**src/rtl/frame_update_arbiter.sv**
```systemverilog
`default_nettype none
// ============================================================================
//  Module      : frame_update_arbiter
//  Description : Grants frame-buffer update access to one of N_REQ requesters
//                during vertical blanking. Each frame's grants go out in
//                round-robin order, and a requester gets at most one grant per
//                frame. A grant ends when its requester pulses done or when the
//                timeout expires.
//  Revision    : 1.0 - initial release
// ----------------------------------------------------------------------------
//  Ports
//    pclk        in   1      pixel clock, rising edge
//    rst         in   1      synchronous active-high reset
//    vblnk       in   1      vertical blanking flag (pclk domain)
//    req         in   N_REQ  per-requester update request (level)
//    done        in   N_REQ  per-requester completion pulse
//    gnt         out  N_REQ  registered one-hot grant, or zero
//    busy        out  1      high while a grant is active
//    frame_start out  1      one-cycle pulse at start of vertical blank
//    timeout     out  1      one-cycle pulse when a grant is revoked by timeout
//    overrun     out  1      sticky: blanking ended while a grant was active
//    frame_cnt   out  16     number of frame_start pulses (wraps)
// ============================================================================
module frame_update_arbiter #(
  parameter int N_REQ   = 4,
  parameter int TIMEOUT = 4096
) (
  input  logic             pclk,
  input  logic             rst,
  input  logic             vblnk,
  input  logic [N_REQ-1:0] req,
  input  logic [N_REQ-1:0] done,
  output logic [N_REQ-1:0] gnt,
  output logic             busy,
  output logic             frame_start,
  output logic             timeout,
  output logic             overrun,
  output logic [15:0]      frame_cnt
);

  localparam int IW = (N_REQ > 1) ? $clog2(N_REQ) : 1;
  localparam int CW = (TIMEOUT > 1) ? $clog2(TIMEOUT) : 1;
  localparam logic [CW-1:0]    CNT_LAST = CW'(TIMEOUT - 1);
  localparam logic [IW-1:0]    LAST_RST = IW'(N_REQ - 1);
  localparam logic [N_REQ-1:0] ONE_HOT0 = {{(N_REQ-1){1'b0}}, 1'b1};

  typedef enum logic [1:0] {
    IDLE  = 2'd0,
    SCAN  = 2'd1,
    GRANT = 2'd2
  } state_t;

  state_t           state;
  logic             vblnk_d;
  logic [N_REQ-1:0] served;
  logic [IW-1:0]    last_granted;
  logic [CW-1:0]    grant_cnt;

  logic             rise;
  logic             fall;
  logic [N_REQ-1:0] pending;
  logic             done_hit;
  logic             expire;
  logic             grant_end;
  logic [IW-1:0]    sel;
  logic             sel_valid;

  assign rise      = vblnk & ~vblnk_d;
  assign fall      = ~vblnk & vblnk_d;
  assign pending   = req & ~served;
  assign done_hit  = |(done & gnt);
  assign expire    = (grant_cnt == CNT_LAST);
  assign grant_end = (state == GRANT) && (done_hit || expire);
  assign busy      = (state == GRANT);

  // Round-robin pick: scan offsets from the farthest to the nearest so the
  // last hit is the first pending index after last_granted.
  always_comb begin
    sel       = '0;
    sel_valid = 1'b0;
    for (int i = N_REQ; i >= 1; i--) begin
      logic [IW-1:0] idx;
      idx = IW'((int'(last_granted) + i) % N_REQ);
      if (pending[idx]) begin
        sel       = idx;
        sel_valid = 1'b1;
      end
    end
  end

  always_ff @(posedge pclk) begin
    if (rst) begin
      state        <= IDLE;
      gnt          <= '0;
      frame_start  <= 1'b0;
      timeout      <= 1'b0;
      overrun      <= 1'b0;
      frame_cnt    <= '0;
      served       <= '0;
      vblnk_d      <= 1'b0;
      last_granted <= LAST_RST;
      grant_cnt    <= '0;
    end else begin
      vblnk_d     <= vblnk;
      // frame_start, the frame_cnt increment and the IDLE->SCAN move all
      // take effect on the same edge, so SCAN already sees a cleared mask.
      frame_start <= rise;
      timeout     <= 1'b0;

      if (rise) begin
        frame_cnt <= frame_cnt + 16'd1;
      end

      // A new frame clears the mask; otherwise a finishing grant marks its
      // requester as served.
      if (rise) begin
        served <= '0;
      end else if (grant_end) begin
        served <= served | gnt;
      end

      if (fall && (state == GRANT)) begin
        overrun <= 1'b1;
      end

      case (state)
        IDLE: begin
          if (rise) begin
            state <= SCAN;
          end
        end

        SCAN: begin
          if (vblnk && sel_valid) begin
            gnt          <= ONE_HOT0 << sel;
            last_granted <= sel;
            grant_cnt    <= '0;
            state        <= GRANT;
          end else begin
            // Stay in SCAN if a new blanking period starts right now, so
            // that frame is not missed.
            state <= rise ? SCAN : IDLE;
          end
        end

        GRANT: begin
          if (done_hit) begin
            gnt   <= '0;
            state <= SCAN;
          end else if (expire) begin
            gnt     <= '0;
            timeout <= 1'b1;
            state   <= SCAN;
          end else begin
            grant_cnt <= grant_cnt + 1'b1;
          end
        end

        default: begin
          gnt   <= '0;
          state <= IDLE;
        end
      endcase
    end
  end

endmodule
`default_nettype wire
```
**config.mk**
```make
export PLATFORM = sky130hd
export DESIGN_NAME = frame_update_arbiter
export DESIGN_NICKNAME = d
export VERILOG_FILES = /design/src/rtl/frame_update_arbiter.sv
export SDC_FILE = /design/constraint.sdc
export NUM_CORES = 1
export LEC_CHECK = 0
export ABC_AREA = 0
export BUFFER_PORTS_ARGS = -buffer_cell sky130_fd_sc_hd__buf_2
export CAP_MARGIN = 5
export CORE_ASPECT_RATIO = 1.2
export CORE_MARGIN = 5
export CORE_UTILIZATION = 52
export CTS_BUF_LIST = sky130_fd_sc_hd__clkbuf_4 sky130_fd_sc_hd__clkbuf_8
export CTS_CLUSTER_SIZE = 16
export DETAILED_ROUTE_END_ITERATION = 8
export PLACE_DENSITY_LB_ADDON = 0.3
export SYNTH_ARGS = -nofsm -noshare
export SYNTH_HDL_FRONTEND = slang
export SYNTH_SLANG_ARGS = --single-unit
export TNS_END_PERCENT = 30
```
**constraint.sdc**
```tcl
create_clock -name pclk -period 1.9 [get_ports pclk]
set_clock_uncertainty 0.15 [all_clocks]
set_input_delay 0.095 -clock pclk [delete_from_list [all_inputs] [get_ports pclk]]
set_output_delay 0.095 -clock pclk [all_outputs]
set_load 0.03 [all_outputs]
```
==> summary.txt, run 1 <==
Pwr
  • Clk pwr share: 0.380
  • Maximum VDD drop: 0.495 mV
  • Internal: 1.37 mW
  • Seq pwr share: 0.535
  • Pwr Density: 709 nW/µm²
  • Static Leak: about 0.98 nW
  • Total power: 1.78 mW
  • Switching Fraction: 0.229
  • Combinational fraction of design power: 0.085
  • P_sw: 0.407 mW

Synth
  • Synth warn: 0
  • Multiplexer share of the synthesized area: 0
  • Cells after synthesis: 234
  • Main combinational cell family by area after synthesis: simple AND/OR/NAND/NOR gates
  • Synth Area in Simple Gates: 0.310
  • Most used DFF post-synth: dfxtp_1
  • Library cells used by synthesis: 48
  • Syn avg cell area: 8.81 µm²
  • Adder-Cell Fraction of Synth Area: 0.0121
  • Mapped Nets: 247
  • Seq/Total Area, Yosys: 0.427
  • Compound-gate portion of the synthesized area: 0.147
  • Netlist Area Pre-Place: 2060 µm²
  • Count of flip-flops with a built-in enable after synthesis: 0
  • Synth async-reset ratio: 0
  • Post-Synth XOR/XNOR Area: 0.0722
  • Synthesis-stage register bit count: 44

Timing
  • Tcrit/Tclk final: 0.965
  • Final Hold Fails: 0
  • Actual slew at the worst max-slew pin: 0.566 ns
  • Unrepaired setup endpoints after global routing: yes
  • Final Worst Setup Slack: around 0.067 ns
  • Post-layout min period: 1.83 ns
  • Fmax: 545 MHz
  • Slew headroom: 0.621
  • Final count of pins violating max slew: 0
  • Setup Viol. Count Final: 0
  • Hold Slack: 0.0361 ns

Hold path
  • Hold Path Class: in -> reg

Job
  • Max Cap Viol: 0

GRT
  • Gr ovfl total: 0
  • Maximum number of pins on one net before global-route repair: 21
  • Initial antenna violation count: 0
  • Vias in the first global route: 1,802
  • First-pass GRT wire length: around 8000 µm
  • GRT Overall Usage: 0.191

Detailed routing
  • Initial drt markers: a little under 100
  • DRC: 0
  • Drt first pass iters: 4
  • Vias after detailed routing: 1,910
  • Vias per inst: 5.67
  • WL per Instance: 13.6 µm
  • Antenna-violating nets left: 0
  • Overall routed net length: 4570 µm

Floorplan
  • Chip height: about 79 µm
  • Die width: ~67 µm
  • Starting Density: 0.532
  • Row cnt: 25
  • Die area: 5330 µm²
  • Core Area: 3880 µm²
  • Io pins: 35

Setup path
  • Critical-path top delay cell: or2_2
  • Bufs and invs on worst path: 0
  • Worst path max stage delay: 0.37 ns
  • CP Cell Sequence: ha_1, and4_1, and3_2, or2_2, a31oi_1, nor2_1
  • Crit-path max FO: 7
  • Worst Path Class, Setup: reg -> reg
  • CP startpoint kind: flop
  • CP Data Required Time: ~1.9 ns
  • CP endpoint kind: flop
  • CP arrival: 1.86 ns
  • Top delay family on crit path: simple AND/OR/NAND/NOR gates

Clock tree
  • CTS sink cnt: 44
  • Longest Clk Path Bufs: 2
  • Root Buffer: clkbuf_8
  • Clk Latency, worst-skew pair: 0.29 ns
  • CTS clk-pin slew, worst paths: 0.08 ns
  • Total CTS buffers: 5
  • CTS tree: yes
  • Post-CTS setup buffer count: 0
  • H-tree depth: 2

Final layout
  • P&R area growth vs syn: 21.5%
  • Final Cell Area: 2500 µm²
  • Nets@finish: 297
  • Commonest non-fill, non-tap cell in the layout: dfxtp_1
  • Commonest non-fill, non-tap cells in the layout: 44 x dfxtp_1, 34 x buf_2, 28 x nor2_1, 16 x nand2_1, 16 x buf_4
  • Fill cell count: approximately 350
  • Ant diodes: 0
  • Layout cells sized above 1: 0.254

Placement
  • Final Wtd Congestion: a little over 0.8
  • Placed instance area: 2380 µm²
  • Hpwl dp: 3420 µm
  • Port Buffer Count: 34
  • Pre-CTS WS: -0.0226 ns

Run status
  • Status: finished clean
Yosys cell counts (2+ instances only):
| cell type | n | area [µm²] |
|---|---|---|
| a31oi_1 | 4 | 25.0 |
| nand2_1 | 16 | 60.1 |
| buf_2 | 3 | 15.0 |
| and4_1 | 3 | 26.3 |
| nor2b_1 | 3 | 18.8 |
| and2_1 | 2 | 12.5 |
| a22oi_1 | 2 | 15.0 |
| dfxtp_1 | 44 | 881 |
| a22o_1 | 5 | 43.8 |
| a211oi_1 | 3 | 22.5 |
| xnor2_1 | 9 | 78.8 |
| xor2_1 | 8 | 70.1 |
| nor2_1 | 28 | 105 |
| nand4_1 | 9 | 56.3 |
| clkbuf_1 | 3 | 11.3 |
| a21oi_1 | 14 | 70.1 |
| or3_1 | 5 | 31.3 |
| nand3_1 | 15 | 75.1 |
| nor4_2 | 2 | 25.0 |
| or3_2 | 2 | 15.0 |
| inv_1 | 2 | 7.51 |
| nand2b_1 | 7 | 43.8 |
| ha_1 | 2 | 25.0 |
| and3_1 | 3 | 18.8 |
| nand3_2 | 2 | 20.0 |
| nor4_1 | 2 | 12.5 |
| buf_6 | 2 | 22.5 |
| o21ai_0 | 7 | 35.0 |
| nor3_1 | 7 | 35.0 |
| or2_2 | 2 | 12.5 |
layout make-up:
class                           count  area (µm²)  share of cell area
Clock buffer                        5        68.8              0.0275
Clock inverter                      1        30.0              0.0120
Inverter                            2        7.51             0.00300
Multi-Input combinational cell    179        1130               0.451
Sequential cell                    44         881               0.352
Tap cell                           54        67.6              0.0270
Timing Repair Buffer               52         320               0.128
worst register-to-register path, delay by kind of cell, from the launching register on:
kind,cells,cell delay [ns]
simple gates,4,0.84
flops,1,0.34
fa+ha+maj,1,0.19
compound gates,1,0.20
sequential cells by signal, indices dropped and copies added, names as in the netlist:
signal / cells
frame_cnt: 16
frame_start: 1
gnt: 4
grant_cnt: 12
last_granted: 2
overrun: 1
served: 4
state: 2
timeout: 1
vblnk_d: 1
power by group through the flow:
| stage | Clock (mW) | Sequential, mW | Combinational [mW] |
|---|---|---|---|
| floorplan | 0 | 0.986 | 0.0837 |
| global placement | 0 | 0.972 | 0.145 |
| detailed placement | 0 | 0.972 | 0.147 |
| CTS | 0.690 | 0.950 | 0.150 |
| global route | 0.730 | 0.953 | 0.164 |
| finish | 0.676 | 0.950 | 0.150 |
kinds of logic after synthesis:
group	after synthesis
compound gates	45
xor+xnor	17
fa+ha+maj	2
buf+inv	11
flops	44
simple gates	115
per-layer routing:
metal / track usage / wire [µm]
met1: 0.228 / 2000
met2: 0.333 / 2330
met3: 0.0424 / 195
met4: 0.0548 / 40
met5: 0 / 0
path summary, 6_finish.rpt:
kind                              from  slack, ns  depth (start not counted)                        end
max          grant_cnt[1]$_SDFFE_PP0P_       0.07                          6  grant_cnt[9]$_SDFFE_PP0P_
min                                rst       0.04                          2  grant_cnt[9]$_SDFFE_PP0P_
max reg2reg  grant_cnt[1]$_SDFFE_PP0P_       0.07                          6  grant_cnt[9]$_SDFFE_PP0P_
min reg2reg        gnt[2]$_SDFFE_PP0P_       0.34                          2        gnt[2]$_SDFFE_PP0P_
per-stage QoR:
step	TNS (ns)	std cells	util
after detailed placement	-0.0737	330	0.615
after floorplan	0	234	-
after global placement	0	330	0.615
final	0	337	0.646
after global routing	-0.0407	337	0.646
after CTS	0	337	0.644
timing repair:
action | in CTS | in global routing
pin swaps | 0 | 1
setup endpoints to repair | 4 | 10
gates resized for setup | 1 | 3
endpoints found under the hold margin | 1 | 0
hold buffers | 1 | 0
Note: power is estimated with default switching activity, not from simulation.
==> inputs of run 2 (changes only) <==
--- a/config.mk
+++ b/config.mk
@@ -15,6 +15,7 @@
 export CTS_CLUSTER_SIZE = 16
 export DETAILED_ROUTE_END_ITERATION = 8
 export PLACE_DENSITY_LB_ADDON = 0.3
+export SLEW_MARGIN = 25
 export SYNTH_ARGS = -nofsm -noshare
 export SYNTH_HDL_FRONTEND = slang
 export SYNTH_SLANG_ARGS = --single-unit
==> constraint.sdc (replaced) <==
create_clock -name pclk -period 1.9 [get_ports pclk]
set_clock_uncertainty 0.15 [all_clocks]
set_input_delay 0.38 -clock pclk [delete_from_list [all_inputs] [get_ports pclk]]
set_output_delay 0.38 -clock pclk [all_outputs]
set_load 0.03 [all_outputs]
==> summary.txt, run 2 (synthesis results as in run 1) <==
Setup path
  • CP Data Required Time: between 1.5 and 2 ns
  • Worst r2r src: grant_cnt[0]$_SDFFE_PP0P_
  • Critical-path top delay cell: or2_2
  • CP startpoint kind: flop
  • Bufs and invs on worst path: 0
  • CP Cell Sequence: ha_2, and4_1, and3_4, or2_2, a31oi_1, nor2_1
  • FF-to-FF setup slack: ~0.11 ns
  • CP endpoint kind: flop
  • Crit Reg-Reg Endpoint: grant_cnt[9]$_SDFFE_PP0P_
  • Worst Path Class, Setup: reg -> reg
  • Crit-path max FO: 7
  • Reg2Reg Depth: 6
  • CP arrival: 1.82 ns
  • Top delay family on crit path: simple AND/OR/NAND/NOR gates
  • Worst path max stage delay: 0.37 ns

Clock tree
  • Root Buffer: clkbuf_8
  • CTS tree: yes
  • Clk Latency, worst-skew pair: 0.30 ns
  • H-tree depth: 2
  • Longest Clk Path Bufs: 2
  • Total CTS buffers: 5
  • Post-CTS setup buffer count: 0
  • CTS sink cnt: 44
  • CTS clk-pin slew, worst paths: 0.08 ns
  • Hold-fix buffers, CTS: 0

Timing
  • Tcrit/Tclk final: 0.941
  • Setup Viol. Count Final: 0
  • Post-layout min period: between 1.5 and 2 ns
  • Slew headroom: 0.624
  • TNS Setup: 0 ns
  • Fmax: 559 MHz
  • Final count of pins violating max slew: 0
  • Unrepaired setup endpoints after global routing: no
  • Hold Slack: 0.282 ns
  • Actual slew at the worst max-slew pin: between 0.5 and 0.6 ns
  • Final Hold Fails: 0

Detailed routing
  • Vias after detailed routing: around 1.9k
  • Drt first pass iters: 4
  • DRC: 0
  • Antenna-violating nets left: 0
  • Overall routed net length: 4570 µm
  • WL per Instance: between 10 and 15 µm
  • Initial drt markers: 100
  • Vias per inst: 5.52

Final layout
  • Reg with most FFs: frame_cnt
  • Commonest non-fill, non-tap cell in the layout: dfxtp_1
  • Area of the multi-input gates: 1150 µm²
  • Commonest non-fill, non-tap cells in the layout: 43 x dfxtp_1, 34 x buf_2, 27 x nor2_1, 17 x buf_4, 16 x nand2_1
  • Register area: 882 µm²
  • Ant diodes: 0
  • Nets@finish: roughly 300
  • P&R area growth vs syn: 21.5%
  • Fill cell count: 361
  • Finished Layout Cells: 339
  • Max reg flops: 16
  • Layout cells sized above 1: 0.274
  • Top flop regs: frame_cnt (16), grant_cnt (12)

Placement
  • Port Buffer Count: 34
  • Placed cells: 331
  • Final Wtd Congestion: 0.865
  • Hpwl dp: between 3000 and 4000 µm

Pwr
  • Seq pwr share: 0.559
  • Switching Fraction: 0.247
  • Pwr Density: 679 nW/µm²
  • Maximum VDD drop: 0.396 mV
  • P_sw: 0.420 mW
  • Clk pwr share: 0.354
  • Static Leak: 0.977 nW
  • Internal: around 1.3 mW
  • Total power: approximately 1.7 mW
  • Combinational fraction of design power: 0.087

Hold path
  • Hold Path Class: in -> reg
  • Worst Min Path Start: vblnk
  • Hold EP: vblnk_d$_SDFF_PP0_
  • Worst hold path depth: 3

GRT
  • GRT Overall Usage: 0.185
  • Gr ovfl total: 0
  • First-pass GRT wire length: 7580 µm
  • Vias in the first global route: 1,685
  • Initial antenna violation count: 0
  • Maximum number of pins on one net before global-route repair: 21

Run status
  • Status: finished clean

Floorplan
  • Core Area: a little under 4000 µm²
  • Die width: 67.5 µm
  • Row cnt: 25
  • Io pins: 35
  • Die area: approximately 5300 µm²
  • Chip height: 79.0 µm
  • Starting Density: 0.532

Job
  • Max Cap Viol: 0
## run 2: cell count changes in the layout (fill, tap and decap cells not counted), sizes merged
| cell | delta |
|---|---|
| buf | +1 |
| dlygate4sd3 | -1 |
| clkinv | +2 |
| bufinv | -1 |
| clkbuf | +1 |
## run 2: per-stage QoR
stage	setup slack [ns]	util	cell area (µm²)
4_1_cts	0.00694	0.641	2480
5_1_grt	0.0321	0.646	2500
2_1_floorplan	0.0139	-	2060
3_3_place_gp	0.0381	0.613	2380
6_report	0.112	0.646	2500
3_5_place_dp	-0.00745	0.613	2380
## run 2: how the worst max path moves through the flow
| stage | start | to | slack (ns) | cells past startpoint |
|---|---|---|---|---|
| after global routing | grant_cnt[1]$_SDFFE_PP0P_ | served[3]$_SDFFE_PP0P_ | 0.03 | 6 |
| after global placement | grant_cnt[0]$_SDFFE_PP0P_ | served[0]$_SDFFE_PP0P_ | 0.04 | 6 |
| final | grant_cnt[0]$_SDFFE_PP0P_ | grant_cnt[9]$_SDFFE_PP0P_ | 0.11 | 6 |
| after CTS | grant_cnt[0]$_SDFFE_PP0P_ | grant_cnt[11]$_SDFFE_PP0P_ | 0.007 | 7 |
| after detailed placement | grant_cnt[0]$_SDFFE_PP0P_ | served[2]$_SDFFE_PP0P_ | -0.007 | 6 |
| after floorplan | frame_cnt[2]$_SDFFE_PP0P_ | frame_cnt[15]$_SDFFE_PP0P_ | 0.01 | 5 |
## run 2: cell type report
cell class                 count  area share
clock buffer                   6      0.0330
multi-input combinational    179       0.458
sequential                    44       0.352
inverter                       2     0.00300
clock inverter                 2     0.00400
tap                           54      0.0270
timing repair buffer          52       0.123
## run 2: worst reg2reg max path, stage by stage, from the launching register on
cell and delay, ns:
dfxtp_2 0.34, ha_2 0.19, and4_1 0.20, and3_4 0.17, or2_2 0.37, a31oi_1 0.20
nor2_1 0.06
## run 2: repair_timing
| item | 4_1_cts | 5_1_grt |
|---|---|---|
| pin swaps | 0 | 1 |
| setup endpoints to repair | 5 | 16 |
| cloned | 0 | 0 |
| gates resized for setup | 2 | 8 |
## run 2: power groups by stage
stage / Sequential, mW / Combinational [mW] / Clock (mW)
2_1_floorplan: 0.986 / 0.0837 / 0
3_3_place_gp: 0.972 / 0.146 / 0
3_5_place_dp: 0.972 / 0.146 / 0
4_1_cts: 0.950 / 0.148 / 0.622
5_1_grt: 0.953 / 0.163 / 0.660
6_report: 0.951 / 0.148 / 0.602
## run 2: layer usage
metal	GRT usage	wire [µm]	vias up
met4	0.0852	99	0
met1	0.221	1990	885
met3	0.0481	212	10
met2	0.305	2270	29
li1	-	-	946
met5	0	0	-
